==> src/rtl/cache_arbiter.sv <==
// Two-port (I/D) to single L2 line arbiter with a mandatory IDLE turnaround.
// Define ARB_ROUND_ROBIN_EN for round-robin ties; otherwise D wins ties.
module cache_arbiter #(
  parameter int s_line = 256
) (
  input  logic              clk,
  input  logic              rst_n,
  input  logic              i_read,
  input  logic [31:0]       i_address,
  output logic [s_line-1:0] i_rdata,
  output logic              i_resp,
  input  logic              d_read,
  input  logic              d_write,
  input  logic [31:0]       d_address,
  input  logic [s_line-1:0] d_wdata,
  output logic [s_line-1:0] d_rdata,
  output logic              d_resp,
  output logic              l2_read,
  output logic              l2_write,
  output logic [31:0]       l2_address,
  output logic [s_line-1:0] l2_wdata,
  input  logic [s_line-1:0] l2_rdata,
  input  logic              l2_resp
);

  localparam logic [1:0] IDLE    = 2'd0;
  localparam logic [1:0] SERVE_I = 2'd1;
  localparam logic [1:0] SERVE_D = 2'd2;

  logic [1:0] r_state;
  logic [1:0] w_next;
  logic       r_last_grant;
  logic       w_d_req;
  logic       w_tie_d;

  assign w_d_req = d_read | d_write;

`ifdef ARB_ROUND_ROBIN_EN
  assign w_tie_d = ~r_last_grant;
`else
  // last_grant is still tracked, but fixed priority ignores it
  assign w_tie_d = 1'b1 | r_last_grant;
`endif

  always_comb begin
    w_next = r_state;
    case (r_state)
      IDLE: begin
        if (i_read && w_d_req)
          w_next = w_tie_d ? SERVE_D : SERVE_I;
        else if (i_read)
          w_next = SERVE_I;
        else if (w_d_req)
          w_next = SERVE_D;
      end
      SERVE_I,
      SERVE_D: begin
        if (l2_resp)
          w_next = IDLE;
      end
      default: w_next = IDLE;
    endcase
  end

  always_ff @(posedge clk or negedge rst_n) begin
    if (!rst_n) begin
      r_state      <= IDLE;
      r_last_grant <= 1'b1;
    end else begin
      r_state <= w_next;
      if (r_state == IDLE && w_next != IDLE)
        r_last_grant <= (w_next == SERVE_D);
    end
  end

  assign i_rdata = l2_rdata;
  assign d_rdata = l2_rdata;

  always_comb begin
    l2_read    = 1'b0;
    l2_write   = 1'b0;
    l2_address = '0;
    l2_wdata   = '0;
    i_resp     = 1'b0;
    d_resp     = 1'b0;
    case (r_state)
      SERVE_I: begin
        l2_read    = 1'b1;
        l2_address = i_address;
        i_resp     = l2_resp;
      end
      SERVE_D: begin
        l2_read    = d_read;
        l2_write   = d_write;
        l2_address = d_address;
        l2_wdata   = d_wdata;
        d_resp     = l2_resp;
      end
      default: ;
    endcase
  end

endmodule
==> config.mk <==
export PLATFORM = sky130hd
export DESIGN_NAME = cache_arbiter
export DESIGN_NICKNAME = d
export VERILOG_FILES = /design/src/rtl/cache_arbiter.sv
export SDC_FILE = /design/constraint.sdc
export NUM_CORES = 1
export LEC_CHECK = 0
export CORE_AREA = 8 8 540 542
export CTS_CLUSTER_DIAMETER = 80
export CTS_CLUSTER_SIZE = 25
export DETAILED_ROUTE_END_ITERATION = 8
export DIE_AREA = 0 0 548 550
export DONT_BUFFER_PORTS = 1
export GPL_TIMING_DRIVEN = 0
export MAX_ROUTING_LAYER = met4
export PLACE_DENSITY = 0.3
export SYNTH_ARGS = -nofsm -noshare
export SYNTH_HDL_FRONTEND = slang
export SYNTH_SLANG_ARGS = --single-unit
==> constraint.sdc <==
create_clock -name clk -period 1.45 [get_ports clk]
set_clock_uncertainty 0.15 [all_clocks]
set_input_delay 0.145 -clock clk [delete_from_list [all_inputs] [get_ports clk]]
set_output_delay 0.145 -clock clk [all_outputs]
set_load 0.02 [all_outputs]
# After elaboration in Yosys (flattened, before gate mapping)

Index checks and enable logic that the tools add are counted.

Eq/ne operators: 4
Bitwise gates (word level): 1
Reduce and logical (&&, ||, !) cells: 4
Mux-type cells: 11

Operator list:

| cell                                                            | count |
|---|---|
| 256-bit 2-to-1 mux                                              | 1 |
| 32-bit case mux with 2 select lines                             | 1 |
| 2-bit 2-to-1 mux                                                | 4 |
| 4-bit != test, second input constant                            | 1 |
| 2-bit case mux with 2 select lines                              | 1 |
| 1-bit 2-to-1 mux                                                | 3 |
| 2-bit by 1-bit == test with 1-bit output, second input constant | 1 |
| 2-bit == test, second input constant                            | 1 |
| 2-bit logical NOT                                               | 1 |
| 2-bit != test, second input constant                            | 1 |
| 1-bit case mux with 2 select lines                              | 1 |
| 2-bit AND reduction                                             | 1 |
| 2-bit OR reduction                                              | 1 |
| 1-bit logical AND                                               | 1 |
| 1-bit OR                                                        | 1 |

Register bits after elaboration: 2
Output and inout bits: 804

# Logic depth before layout (Yosys ltp)

Gate-level depths: netlist of the first run.

Word-level depth: 5
Mapped depth: 6
Mapped depth without buffers: 5

# Worst setup path after synthesis of the first run

No wires, ideal clock.

Kind: register -> output
Start point: register r_state[1]
End point: output port l2_address[14]
Cell stages (with the launch flop): 7
Path buffers: 2
Data arrival time: 1.319 ns
Slack: -0.164 ns
Data required time: 1.155 ns
Cell sequence: dfrtp_1 > inv_1 > ha_1 > buf_2 > buf_2 > a22oi_1 > nor2b_1

Cells in the longest elaborated chain, start to end: 2
Elaborated cells between the ends (all ways): 3
Classes of those cells: eq/ne: 2; mux: 1

Ends and longest elaborated chain:

| what                                                                      | line | source |
|---|---|---|
| start, declared                                                           | 30   | `logic [1:0] r_state;` |
| start signal, assigned                                                    | 70   | `r_state <= w_next;` |
| 2-bit == test or 2-bit by 1-bit == test with 1-bit output (tied branches) | 86   | `case (r_state)` |
| 32-bit case mux with 2 select lines (*)                                   | 86   |  |
| end, declared                                                             | 20   | `output logic [31:0] l2_address,` |

Every way passes the cells marked *; elsewhere a longest branch is shown, timed or not.

# Worst setup path in the final report of the first run

Start point: register r_state[1]
End point: output port l2_address[1]

The elaborated chain is that of the path after synthesis.

==> qor.csv, run 1 <==
metric;value;unit
worstPathArrival;1.74;ns
dieArea;301400;um^2
dp_hpwl;187000;um
wl;193500;um
cts_buffers;3;
r2r-end;r_state[0];
grt-ovfl-total;0;
avgSynthCellArea;7.033;um^2
top_register;r_state;
reg2reg_from;r_state[0];
top_regs;r_state x2;
synth_async_sr_flop_share;1.000;
die_w;548;um
hold_depth;2;
drtPass1Iterations;5;
clk_latency;0.22;ns
via_per_inst;1.445;
path_class;reg2out;
finalSetupViolCount;294;
ys_top_cells_by_area;buf_4 62%, and2_1 26%, a22oi_1 3.8%, nor2b_1 3.3%, clkbuf_2 1.8%;
synthToLayoutAreaGrowth;120.0;%
finalHoldViolCount;1;
rsz0062_at_grt;yes;
drive_gt1_frac;0.9676;
finalCriticalPeriod;2.033;ns
dpl.cell_count;4653;
root_buffer;clkbuf_16;
stdcell_count;4793;
placeableCoreArea;283200;um^2
clkTransAtPathRegs;0.03;ns
fp-row-count;196;
drv_cap;0;
drc_errors;0;
start_util;0.02212;
io_pins;1386;
crit_path_start_kind;register;
tritoncts;built;
slew-limit-headroom;0.6773;
drtIter0Drc;376;
cp-end-kind;output port;
synth_top_area_share;0.6158;
synth-seq-area-share;0.007987;
htree_levels;1;
leakage;4.831;nW
ant_nets;0;
power.density;2029;nW/um^2
rrSetupSlack;-0.13;ns
clockBufferDepth;2;
fmax;491.8;MHz
min_from;l2_resp;
synth-edff-count;0;
hold_slack;-0.001182;ns
antenna_found_initial;150;
syn-num-nets;1476;
hold_path.class;in2reg;
grt_max_degree;11;
drv_slew;0;
worst_pin_slew;0.4831;ns
finalNetCount;1544;
fin_ws;-0.5834;ns
gp_congestion;0.9384;
syn_inst;891;
largest_reg_flops;2;
grt_usage;0.1234;
vias;6928;
violations;hold timing, setup timing;
grt_pass1_vias;7092;
vdd_ir_drop_max;0.5224;mV
cp_max_fo;6;
synth_ff_type;dfrtp_1;
synthTopCellsByCount;514 x buf_4, 259 x and2_1, 33 x nor2b_1, 32 x a22oi_1, 22 x clkbuf_2;
die_h;550;um
ys_warn_count;0;
finalSetupTns;-132.60;ns
yosys.area.top_type;buf_4;
synthMostInstantiatedCell;buf_4;
grt_pass1_wl;208800;um
netlist_area;6266;um^2
rr_worst_depth;8;
synth-seq-cells;2;
fin_crit_sh;1.402;
routedWlPerCell;40.37;um
cts.sink_count;2;
required;1.15;ns
status;finished, violations left;
io_buffers;0;
ys_types;17;
holdPathEnd;r_state[0];
==> metrics by stage <==
step | setup WS [ns] | area (um^2) | utilization | total power, mW | hold slack (ns)
3_3_place_gp | -1.461 | 11320 | 0.03998 | 19.90 | -0.2972
5_1_grt | -0.6703 | 13780 | 0.04865 | 29.45 | 0.01148
2_1_floorplan | -0.07162 | 6616 | - | 10.19 | -0.3006
4_1_cts | -0.6444 | 12860 | 0.04540 | 25.98 | 0.06130
3_5_place_dp | -1.442 | 11320 | 0.03998 | 19.90 | -0.2971
6_report | -0.5834 | 13790 | 0.04867 | 27.97 | -0.001182
==> per-layer routing <==
metal	wire length (um)	up-vias	global-route usage
li1	-	2448	-
met1	76590	3190	0.1400
met2	81970	1116	0.1845
met3	32060	174	0.08653
met4	2875	0	0.009970
met5	0	-	-
==> worst max path at each step <==
stage | from | endpoint | slack [ns] | cells past startpoint
3_3_place_gp | r_state[1] | l2_read | -1.46 | 4
2_1_floorplan | r_state[1] | l2_address[0] | -0.07 | 4
5_1_grt | r_state[0] | l2_read | -0.67 | 6
4_1_cts | r_state[0] | l2_read | -0.64 | 6
3_5_place_dp | r_state[1] | l2_read | -1.44 | 4
6_report | r_state[1] | l2_address[1] | -0.58 | 6
==> worst max-delay path, stage by stage, from the launching register on <==
cell     delay, ns
dfrtp_2       0.44
inv_4         0.10
ha_4          0.13
buf_12        0.15
buf_4         0.14
a22oi_1       0.11
nor2b_4       0.43
==> layout by cell type, fill, tap and decap left out, types with 2 or more instances in the layout <==
cell,synthesis,routed
buf_4,514,524
and2_4,0,259
diode_2,0,74
nor2b_4,0,33
clkbuf_16,0,25
buf_12,0,23
buf_8,0,19
a22oi_1,32,18
a22oi_2,0,14
buf_6,2,12
clkbuf_8,0,5
buf_16,0,4
dlygate4sd3_1,0,4
a21oi_1,3,3
ha_4,0,3
nand3b_1,2,2
==> where the power goes <==
group	internal, mW	leakage [nW]	switching, mW
Combinational	10.4	4.77	17.1
Clock	0.351	0.0374	0.0624
Sequential	0.0866	0.0243	0.0359
==> timing repair <==
item | CTS | global route
pin swaps | 24 | 56
setup endpoints to repair | 294 | 294
hold endpoints to repair | 4 | 0
hold buffers | 4 | 0
buffers inserted | 19 | 22
gates cloned | 15 | 13
resized for setup | 337 | 212
==> cell type report <==
cell class / instances / area (um^2)
Timing Repair Buffer: 67 / 1084
Tap cell: 3762 / 4707
Fill cell: 33499 / 269500
Antenna cell: 74 / 185.2
Multi-Input combinational cell: 336 / 3167
Inverter: 2 / 10.01
Sequential cell: 2 / 51.30
Buffer: 547 / 4508
Clock buffer: 3 / 75.07
==> cells by family after synthesis <==
group / count (synthesis) / synth area share
compound gates: 36 / 0.04193
simple gates: 297 / 0.2961
buf+inv: 553 / 0.6480
flops: 2 / 0.007988
fa+ha+maj: 3 / 0.005991
Power figures use the tool's default switching activity.
==> inputs of run 2 (changes only) <==
--- a/config.mk
+++ b/config.mk
@@ -5,11 +5,11 @@
 export SDC_FILE = /design/constraint.sdc
 export NUM_CORES = 1
 export LEC_CHECK = 0
-export CORE_AREA = 8 8 540 542
+export CORE_AREA = 8 8 535 537
 export CTS_CLUSTER_DIAMETER = 80
 export CTS_CLUSTER_SIZE = 25
 export DETAILED_ROUTE_END_ITERATION = 8
-export DIE_AREA = 0 0 548 550
+export DIE_AREA = 0 0 543 545
 export DONT_BUFFER_PORTS = 1
 export GPL_TIMING_DRIVEN = 0
 export MAX_ROUTING_LAYER = met4
==> constraint.sdc (replaced) <==
create_clock -name clk -period 2 [get_ports clk]
set_clock_uncertainty 0.15 [all_clocks]
set_input_delay 0.2 -clock clk [delete_from_list [all_inputs] [get_ports clk]]
set_output_delay 0.2 -clock clk [all_outputs]
set_load 0.02 [all_outputs]
==> qor.csv, run 2 (synthesis gave the netlist of run 1 again) <==
metric;value;unit
status;finished, violations left;
violations;setup timing;
finalHoldViolCount;0;
rsz0062_at_grt;yes;
start_util;0.02255;
slowest_delay;0.44;ns
cp_max_fo;6;
cts.sink_count;2;
fin_crit_sh;1.072;
final_cell_mix;524 x buf_4, 202 x and2_4, 57 x and2_2;
grt_pass1_vias;6960;
power;17.40;mW
fmax;466.5;MHz
grt-ovfl-total;0;
critPathTopFamily;simple AND/OR/NAND/NOR gates;
dp_hpwl;185900;um
crit_path_start_kind;register;
gp_congestion;0.8923;
finalCriticalPeriod;2.144;ns
top_regs;r_state x2;
required;1.65;ns
dpl.cell_count;4615;
finalSetupViolCount;137;
drv_slew;0;
slew-limit-headroom;0.6505;
hold_path.class;in2reg;
vias;6515;
drv_cap;0;
finalNetCount;1504;
fin_ws;-0.1438;ns
leakage;4.396;nW
critPathMostFrequentCell;buf_12;
antenna_found_initial;149;
cp-end-kind;output port;
ant_nets;0;
top_register;r_state;
power.density;1344;nW/um^2
largest_reg_flops;2;
final_common_cell;buf_4;
placeableCoreArea;277900;um^2
dp_slack;-1.208;ns
clk_latency;0.22;ns
die_w;543;um
die_h;545;um
dieArea;295900;um^2
path_cells;inv_2 > ha_4 > buf_12 > buf_12 > a22oi_2 > nor2b_4;
wl;190700;um
cts_buffers;3;
path_buf_inv;3;
grt_pass1_wl;204100;um
vdd_ir_drop_max;0.3339;mV
grt_usage;0.1235;
drc_errors;0;
crit_slowest_cell;nor2b_4;
clkTransAtPathRegs;0.03;ns
via_per_inst;1.379;
path_class;reg2out;
synthToLayoutAreaGrowth;106.6;%
grt_max_degree;11;
drtIter0Drc;329;
worst_pin_slew;0.5232;ns
tritoncts;built;
htree_levels;1;
root_buffer;clkbuf_16;
place_area;10930;um^2
fp-row-count;194;
io_buffers;0;
finalSetupTns;-5.305;ns
fillers;32950;
stdcell_count;4726;
routedWlPerCell;40.35;um
worstPathArrival;1.79;ns
finalInstanceArea;12950;um^2
drtPass1Iterations;4;
io_pins;1386;
drive_gt1_frac;0.9858;
clockBufferDepth;2;
-- run 2: final timing paths --
kind | from | end | slack, ns | cells past startpoint
min in group asynchronous | rst_n | r_state[0] | 0.18 | 1
worst min register to register | r_state[1] | r_state[1] | 0.55 | 3
worst max register to register | r_state[1] | r_state[0] | 0.57 | 5
max in group asynchronous | rst_n | r_state[1] | 1.26 | 1
worst max-delay path | r_state[0] | l2_address[20] | -0.14 | 6
worst min-delay path | i_read | r_state[0] | 0.06 | 2
-- run 2: through the flow --
stage,util,hold WS [ns]
4_1_cts,0.04414,0.04877
6_report,0.04659,0.05998
2_1_floorplan,-,-0.2456
3_5_place_dp,0.03931,-0.2403
3_3_place_gp,0.03931,-0.2402
5_1_grt,0.04647,0.06679
-- run 2: what timing repair did --
action,4_1_cts,5_1_grt
endpoints found under the hold margin,2,0
gates cloned,2,7
pin swaps,37,31
endpoints found under the setup margin,292,276
gates resized for setup,560,116
hold buffers,1,0
buffers inserted,8,9
-- run 2: layout make-up --
cell class	instances	area (um^2)	area share
Timing Repair Buffer	25	415.4	0.03208
Multi-Input combinational cell	336	3172	0.2450
Clock buffer	3	75.07	0.005798
Sequential cell	2	50.05	0.003865
Tap cell	3724	4659	0.3599
Buffer	549	4355	0.3364
Inverter	2	7.507	0.0005798
Antenna cell	85	212.7	0.01643
-- run 2: metal layers --
layer | vias to the layer above | track usage | part of all wire
met4 | 0 | 0.009505 | 0.0095
met1 | 2925 | 0.1364 | 0.38
met3 | 134 | 0.09165 | 0.18
li1 | 2383 | - | -
met5 | - | - | 0
met2 | 1073 | 0.1859 | 0.43
-- run 2: power breakdown --
part           total (mW)  switching [mW]  internal, mW
clock network       0.297          0.0431         0.254
logic                17.0            11.4          5.60
registers          0.0764          0.0156        0.0608
-- run 2: worst register-to-register path, stage by stage (launching register included) --
cell	delay, ns
dfrtp_1	0.36
inv_2	0.08
ha_4	0.35
nand2b_1	0.14
a21oi_1	0.17
a21oi_1	0.06
==> inputs of run 3 (changes only) <==
--- a/config.mk
+++ b/config.mk
@@ -11,7 +11,6 @@
 export DETAILED_ROUTE_END_ITERATION = 8
 export DIE_AREA = 0 0 543 545
 export DONT_BUFFER_PORTS = 1
-export GPL_TIMING_DRIVEN = 0
 export MAX_ROUTING_LAYER = met4
 export PLACE_DENSITY = 0.3
 export SYNTH_ARGS = -nofsm -noshare
==> qor.csv, run 3 (synthesis gave the netlist of run 1 again) <==
metric;value;unit
drtIter0Drc;295;
dp_hpwl;173600;um
clkTransAtPathRegs;0.03;ns
io_buffers;0;
grt_pass1_wl;197100;um
synthToLayoutAreaGrowth;120.6;%
clockBufferDepth;2;
finalInstanceArea;13820;um^2
grt_pass1_vias;5699;
fp-row-count;194;
routedWlPerCell;41.13;um
slowest_delay;0.41;ns
drv_cap;0;
crit_slowest_cell;dfrtp_1;
antenna_found_initial;138;
fin_crit_sh;1.043;
path_buf_inv;5;
worst_pin_slew;0.3742;ns
tritoncts;built;
worstPathArrival;1.74;ns
top_register;r_state;
fin_ws;-0.08622;ns
hold_path.class;in2reg;
dieArea;295900;um^2
violations;setup timing;
fmax;479.3;MHz
grt-ovfl-total;0;
ant_nets;0;
cp-end-kind;output port;
cp_max_fo;6;
drtPass1Iterations;4;
finalCriticalPeriod;2.086;ns
status;finished, violations left;
finalSetupViolCount;109;
largest_reg_flops;2;
via_per_inst;1.284;
grt_max_degree;26;
critPathMostFrequentCell;buf_12;
stdcell_count;4458;
finalCoreUtilization;0.04974;
wl;183400;um
finalSetupTns;-3.443;ns
rsz0062_at_grt;yes;
dpl.cell_count;4343;
leakage;4.008;nW
power.density;1643;nW/um^2
drv_slew;0;
place_area;11650;um^2
grt_usage;0.1198;
final_common_cell;and2_4;
crit_path_start_kind;register;
gp_congestion;0.8003;
top_regs;r_state x2;
critPathTopFamily;buffers and inverters;
path_cells;ha_4 > buf_12 > buf_12 > buf_12 > buf_16 > and2_4 > buf_12;
die_h;545;um
vdd_ir_drop_max;0.3968;mV
vias;5725;
power;22.71;mW
placeableCoreArea;277900;um^2
finalHoldViolCount;0;
final_cell_mix;230 x and2_4, 222 x buf_12, 50 x buf_6;
die_w;543;um
slew-limit-headroom;0.7497;
clk_latency;0.22;ns
path_class;reg2out;
root_buffer;clkbuf_16;
drive_gt1_frac;0.9155;
htree_levels;1;
cts.sink_count;2;
cts_buffers;3;
required;1.65;ns
start_util;0.02255;
io_pins;1386;
drc_errors;0;
finalNetCount;1250;
-- run 3: final cells by class --
class	count	area (um^2)
diodes	71	177.7
clock buffers	3	75.07
fillers	32710	264100
inverters	2	7.507
multi-input cells	336	2977
flip-flops and latches	2	50.05
well taps	3724	4659
repair buffers	320	5878
-- run 3: report_power, final --
part | total [mW] | internal [mW] | switching, mW
Combinational | 22.3 | 11.0 | 11.4
Clock | 0.301 | 0.254 | 0.0464
Sequential | 0.0822 | 0.0607 | 0.0215
-- run 3: per-stage QoR --
step	setup slack [ns]	hold slack (ns)
finish	-0.08622	0.02922
global route	-0.1350	0.05876
CTS	-0.1055	0.03679
detailed placement	0.01331	-0.2405
global placement	0.1101	-0.2408
floorplan	0.3313	-0.2456
-- run 3: worst reg2reg max path: cells and delay by family, from the launching register on --
kind                       cells  cell delay [ns]
and+or+nand+nor                1             0.12
AOI/OAI and AO/OA              2             0.22
adders and majority gates      1             0.29
DFF                            1             0.35
buffers and inverters          3             0.37
-- run 3: path summary, 6_finish.rpt --
path                            start  depth (start not counted)  slack, ns             to
max                        r_state[1]                          7      -0.09  l2_wdata[188]
min                            i_read                          2       0.03     r_state[0]
max reg2reg                r_state[0]                          7       0.39     r_state[0]
min reg2reg                r_state[0]                          3       0.55     r_state[0]
max in group asynchronous       rst_n                          1       1.24     r_state[0]
min in group asynchronous       rst_n                          1       0.19     r_state[1]
-- run 3: what timing repair did --
item / CTS / global route
gates resized for setup: 294 / 110
pin swaps: 2 / 9
hold buffers: 1 / 0
gates cloned: 15 / 9
buffers inserted: 12 / 10
endpoints found under the setup margin: 255 / 236
endpoints found under the hold margin: 2 / 0
-- run 3: layer usage --
| metal | track usage | up-vias | part of all wire | wire length (um) |
|---|---|---|---|---|
| met5 | - | - | 0 | 0 |
| met3 | 0.1820 | 456 | 0.33 | 59750 |
| met1 | 0.07420 | 2268 | 0.22 | 41110 |
| li1 | - | 1860 | - | - |
| met2 | 0.1717 | 1141 | 0.41 | 75420 |
| met4 | 0.03325 | 0 | 0.039 | 7110 |
